### config.mk
export PLATFORM = sky130hd
export DESIGN_NAME = serial_adder_ctrl
export DESIGN_NICKNAME = d
export VERILOG_FILES = /design/src/rtl/serial_adder_ctrl.sv
export SDC_FILE = /design/constraint.sdc
export NUM_CORES = 1
export LEC_CHECK = 0
export ABC_CLOCK_PERIOD_IN_PS = 1400
export CAP_MARGIN = 5
export CORE_MARGIN = 4
export CORE_UTILIZATION = 43
export CTS_CLUSTER_DIAMETER = 60
export DETAILED_ROUTE_END_ITERATION = 6
export MAX_ROUTING_LAYER = met4
export PLACE_DENSITY = 0.78
export SLEW_MARGIN = 20
export SYNTH_ARGS = -nofsm -noshare
export SYNTH_HDL_FRONTEND = slang
export SYNTH_SLANG_ARGS = --single-unit
### constraint.sdc
create_clock -name clk -period 1.4 [get_ports clk]
set_clock_uncertainty 0.15 [all_clocks]
set_input_delay 0.28 -clock clk [delete_from_list [all_inputs] [get_ports clk]]
set_output_delay 0.28 -clock clk [all_outputs]
set_load 0.1 [all_outputs]
### src/rtl/serial_adder_ctrl.sv
// Bit-serial WIDTH-bit adder that sequences one external fulladder cell, LSB first.
// Define SERIAL_ADDER_OVF_EN to add the registered two's-complement ovf output.
module serial_adder_ctrl #(
    parameter int WIDTH = 8
) (
    input  logic             clk,
    input  logic             rst,
    input  logic             start,
    input  logic [WIDTH-1:0] a,
    input  logic [WIDTH-1:0] b,
    input  logic             cin,
    output logic             ready,
    output logic             busy,
    output logic             valid,
    input  logic             ack,
    output logic [WIDTH-1:0] sum,
    output logic             cout,
`ifdef SERIAL_ADDER_OVF_EN
    output logic             ovf,
`endif
    output logic             fa_i0,
    output logic             fa_i1,
    output logic             fa_ci,
    input  logic             fa_s,
    input  logic             fa_co
);

    localparam int CW = $clog2(WIDTH);
    localparam logic [CW-1:0] LAST = CW'(WIDTH - 1);

    localparam logic [1:0] S_IDLE = 2'd0;
    localparam logic [1:0] S_RUN  = 2'd1;
    localparam logic [1:0] S_DONE = 2'd2;

    logic [1:0]       state_q, state_d;
    logic [WIDTH-1:0] a_q, a_d;
    logic [WIDTH-1:0] b_q, b_d;
    logic [WIDTH-1:0] sum_q, sum_d;
    logic [CW-1:0]    cnt_q, cnt_d;
    logic             carry_q, carry_d;
    logic             cout_q, cout_d;
    logic             run;
    logic             accept;
    logic             last;

    assign run    = (state_q == S_RUN);
    assign accept = (state_q == S_IDLE) && start;
    assign last   = run && (cnt_q == LAST);

    assign ready = (state_q == S_IDLE);
    assign busy  = run;
    assign valid = (state_q == S_DONE);
    assign sum   = sum_q;
    assign cout  = cout_q;

    // The cell only sees live operands while running; idle/done present zeros.
    assign fa_i0 = run & a_q[0];
    assign fa_i1 = run & b_q[0];
    assign fa_ci = run & carry_q;

    always_comb begin
        state_d = state_q;
        a_d     = a_q;
        b_d     = b_q;
        sum_d   = sum_q;
        cnt_d   = cnt_q;
        carry_d = carry_q;
        cout_d  = cout_q;
        unique case (state_q)
            S_IDLE: begin
                if (start) begin
                    a_d     = a;
                    b_d     = b;
                    carry_d = cin;
                    cnt_d   = '0;
                    sum_d   = '0;
                    cout_d  = 1'b0;
                    state_d = S_RUN;
                end
            end
            S_RUN: begin
                sum_d   = {fa_s, sum_q[WIDTH-1:1]};
                carry_d = fa_co;
                a_d     = {1'b0, a_q[WIDTH-1:1]};
                b_d     = {1'b0, b_q[WIDTH-1:1]};
                cnt_d   = cnt_q + CW'(1);
                if (cnt_q == LAST) begin
                    cnt_d   = cnt_q;
                    cout_d  = fa_co;
                    state_d = S_DONE;
                end
            end
            S_DONE: begin
                if (ack) begin
                    state_d = S_IDLE;
                end
            end
            default: state_d = S_IDLE;
        endcase
    end

    always_ff @(posedge clk or posedge rst) begin
        if (rst) begin
            state_q <= S_IDLE;
            a_q     <= '0;
            b_q     <= '0;
            sum_q   <= '0;
            cnt_q   <= '0;
            carry_q <= 1'b0;
            cout_q  <= 1'b0;
        end else begin
            state_q <= state_d;
            a_q     <= a_d;
            b_q     <= b_d;
            sum_q   <= sum_d;
            cnt_q   <= cnt_d;
            carry_q <= carry_d;
            cout_q  <= cout_d;
        end
    end

`ifdef SERIAL_ADDER_OVF_EN
    logic ovf_q, ovf_d;

    // Overflow = carry into MSB xor carry out of MSB, both visible on the last bit.
    always_comb begin
        ovf_d = ovf_q;
        if (accept) begin
            ovf_d = 1'b0;
        end else if (last) begin
            ovf_d = carry_q ^ fa_co;
        end
    end

    always_ff @(posedge clk or posedge rst) begin
        if (rst) begin
            ovf_q <= 1'b0;
        end else begin
            ovf_q <= ovf_d;
        end
    end

    assign ovf = ovf_q;
`else
    logic unused_ok;
    assign unused_ok = accept;
`endif

endmodule

==> impl_metrics.json, run 1 <==
{
  "ys_seq_area_share_pct": 52.1,
  "ctsHtreeMaxLevel": 2,
  "power.share.sequential_pct": 21.8,
  "fin_crit_ps": 1800,
  "routed_wl_um": 4810,
  "hpwlAfterDp_um": 2680,
  "p_total_uw": 7320,
  "min_period_over_period_pct": 129,
  "initial_core_util_pct": 44.6,
  "cts.reportedPaths.clkPinSlew_ps": 110,
  "cp.required_ps": 970,
  "setup_ws_ps": -400,
  "critPathLaunch": "state_q[1]",
  "peakVddDrop_v": 0.00131,
  "slew_headroom_pct": 77.3,
  "avgSynthCellArea_um2": 11.5,
  "die_h_um": 66.8,
  "grt_setup_unrepaired": "yes",
  "syn2layout_area_growth_pct": 84.4,
  "syn_area_mm2": 0.00149,
  "cts_tree": "done",
  "vias_per_cell": 5.73,
  "mostFrequentLayoutCells": "dfrtp_1, buf_4, clkdlybuf4s50_1",
  "cp-end-kind": "primary output",
  "hp-class": "input pin to async pin",
  "cp_cell_sequence": "nand2b_4 > inv_4 > and2_4 > buf_12",
  "criticalPathCategory": "flop to primary output",
  "clock-root-buffer": "clkbuf_4",
  "power.density_mw_per_mm2": 2670,
  "arrival_ps": 1370,
  "drt-wirelength-per-cell_um": 19.3,
  "ys_ff_latch": 31,
  "top_layer": "met4",
  "hold_viol_final": 0,
  "worstPathMaxFanout": 4,
  "synth_fp_nets": 154,
  "numCtsBuffers": 5,
  "mostFrequentLayoutCell": "dfrtp_1",
  "dr_wl_met2_um": 2630,
  "num_vias": 1428,
  "cp_num_buf_inv": 2,
  "ctsLongestPathBuffers": 2,
  "antenna_cells": 0,
  "ant_nets": 0,
  "track_usage_pct": 23.5,
  "die_x_um": 66.8,
  "rows": 21,
  "netSwitchingFraction_pct": 45.6,
  "wl_met1_um": 1850,
  "die-area_mm2": 0.00446,
  "first_iter_violations": 138,
  "synth.yosys.warnings": 0,
  "cts.sink_count": 31,
  "drv_slew": 0,
  "drt-pass1-iter-count": 4,
  "drc_errors": 0,
  "setup_viol": 33,
  "leakagePower_uw": 0.00120,
  "start_kind": "flop",
  "power.switching_uw": 3340,
  "dpl-instance-area_mm2": 0.00221,
  "fin_area_mm2": 0.00274,
  "dr_wl_met3_um": 235,
  "core_mm2": 0.00334,
  "cpMaxStageDelayCell": "dfrtp_1",
  "worst-slew-pin-transition_ps": 341,
  "grt_pass1_wl_um": 7230,
  "insertion_delay_ps": 360,
  "drive_gt1_share_pct": 53.2,
  "p_clk_share_pct": 10.5,
  "io_buffers": 37,
  "final_util_pct": 82.2,
  "ioPinCount": 38,
  "grt_pass1_vias": 1412,
  "r2r_start": "state_q[1]",
  "critPathMaxStageDelay_ps": 430,
  "netlist_instances": 129,
  "cp_top_family": "flip-flops",
  "outcome": "finished, violations left",
  "fmaxAchievable_mhz": 555,
  "place_congestion": 0.752,
  "dp_cells": 216,
  "max-cap-violations": 0,
  "antenna_found_initial": 0,
  "power_frac_comb_pct": 67.8,
  "violations": "negative setup slack",
  "p_int_uw": 3980,
  "fin_nets": 227,
  "globalRouteOverflowTotal": 0,
  "synth.distinct_cells": 26,
  "fin_cells": 249,
  "grt_max_degree": 32
}
-- routing by layer --
layer,vias to the layer above,global-route usage [%]
met5,-,-
met4,0,9.14
met3,10,6.41
met2,60,39.4
met1,721,26.8
li1,637,-
-- timing repair --
item | CTS | global route
endpoints found under the setup margin | 44 | 46
cloned | 1 | 1
pin swaps | 10 | 20
setup buffers | 18 | 6
gates resized for setup | 25 | 25
hold buffers | 0 | 0
-- registers in the layout, summed over array words and instances (netlist names) --
register and cells:
b_q 8, sum 8, cnt_q 3, carry_q 1
state_q 2, a_q 8, cout 1
-- area by class of cell --
cell class              count  area [um^2]
clock buffers               6         51.3
clock inverters             2         35.0
fillers                   181          594
inverters                  13         51.3
multi-input cells          75          855
flip-flops and latches     31          778
well taps                  46         57.6
repair buffers             76          915
-- power groups by stage --
stage | Sequential [uW] | Combinational [uW] | Clock [uW]
after floorplan | 2230 | 1950 | 0
after global placement | 1630 | 3730 | 0
after detailed placement | 1650 | 3840 | 0
after CTS | 1580 | 4470 | 766
after global routing | 1630 | 5160 | 815
final | 1590 | 4960 | 767
-- worst register-to-register path, delay by kind of cell, from the launching register on --
kind	cells	cell delay, ps
compound gates	1	150
simple gates	1	540
flops	1	430
buf+inv	2	280
-- worst paths after layout --
kind                       cells after the start  slack (ps)      to
setup / recovery                               4        -400   fa_i1
min in group clk                               2         390  sum[7]
setup reg to reg                               4        -260  b_q[1]
hold / removal                                 3         130  a_q[0]
hold reg to reg                                1         390  b_q[7]
max in group asynchronous                      3         770    cout
-- through the flow --
stage / TNS, ps / hold WS [ps] / setup WS [ps]
after global placement: -9170 / 342 / -347
final: -5790 / 135 / -400
after detailed placement: -9860 / 366 / -414
after CTS: -3680 / 145 / -373
after global routing: -7450 / 160 / -451
after floorplan: -2600 / 233 / -245
-- cells by family after synthesis --
family	synth area share, %
AO/OA/AOI/OAI	21.2
flip-flops	52.1
AND/OR/NAND/NOR	18.3
adder cells (fa/ha/maj)	1.68
buffers and inverters	6.64
-- cells in the mapped netlist --
| library cell | instances | area [um^2] |
|---|---|---|
| nand2_1 | 3 | 11.3 |
| nor2_1 | 5 | 18.8 |
| o21ba_2 | 1 | 10.0 |
| nand3_1 | 3 | 15.0 |
| clkbuf_1 | 4 | 15.0 |
| a211o_1 | 2 | 17.5 |
| ha_1 | 2 | 25.0 |
| nand3b_1 | 1 | 7.51 |
| a221oi_1 | 3 | 26.3 |
| buf_2 | 7 | 35.0 |
| o21bai_2 | 1 | 11.3 |
| nor4b_1 | 3 | 26.3 |
| nor4bb_1 | 2 | 20.0 |
| o221ai_1 | 4 | 35.0 |
| nand2b_1 | 4 | 25.0 |
| dfrtp_1 | 31 | 776 |
| a222oi_1 | 3 | 30.0 |
| nor2b_1 | 4 | 25.0 |
| or4b_1 | 9 | 90.1 |
| a21oi_1 | 1 | 5.00 |
| and2_1 | 2 | 12.5 |
| inv_1 | 13 | 48.8 |
| nor3b_1 | 2 | 15.0 |
| a22o_1 | 9 | 78.8 |
| o221a_2 | 9 | 101 |
| or2_2 | 1 | 6.26 |
No activity file was read; power rests on OpenSTA's default activity.
==> run 2: changes to the inputs <==
--- a/config.mk
+++ b/config.mk
@@ -10,6 +10,7 @@
 export CORE_MARGIN = 4
 export CORE_UTILIZATION = 43
 export CTS_CLUSTER_DIAMETER = 60
+export CTS_CLUSTER_SIZE = 10
 export DETAILED_ROUTE_END_ITERATION = 6
 export MAX_ROUTING_LAYER = met4
 export PLACE_DENSITY = 0.78
==> results of run 2 <==
Same layout as run 1: the final DEF is identical, and so are final timing and power.
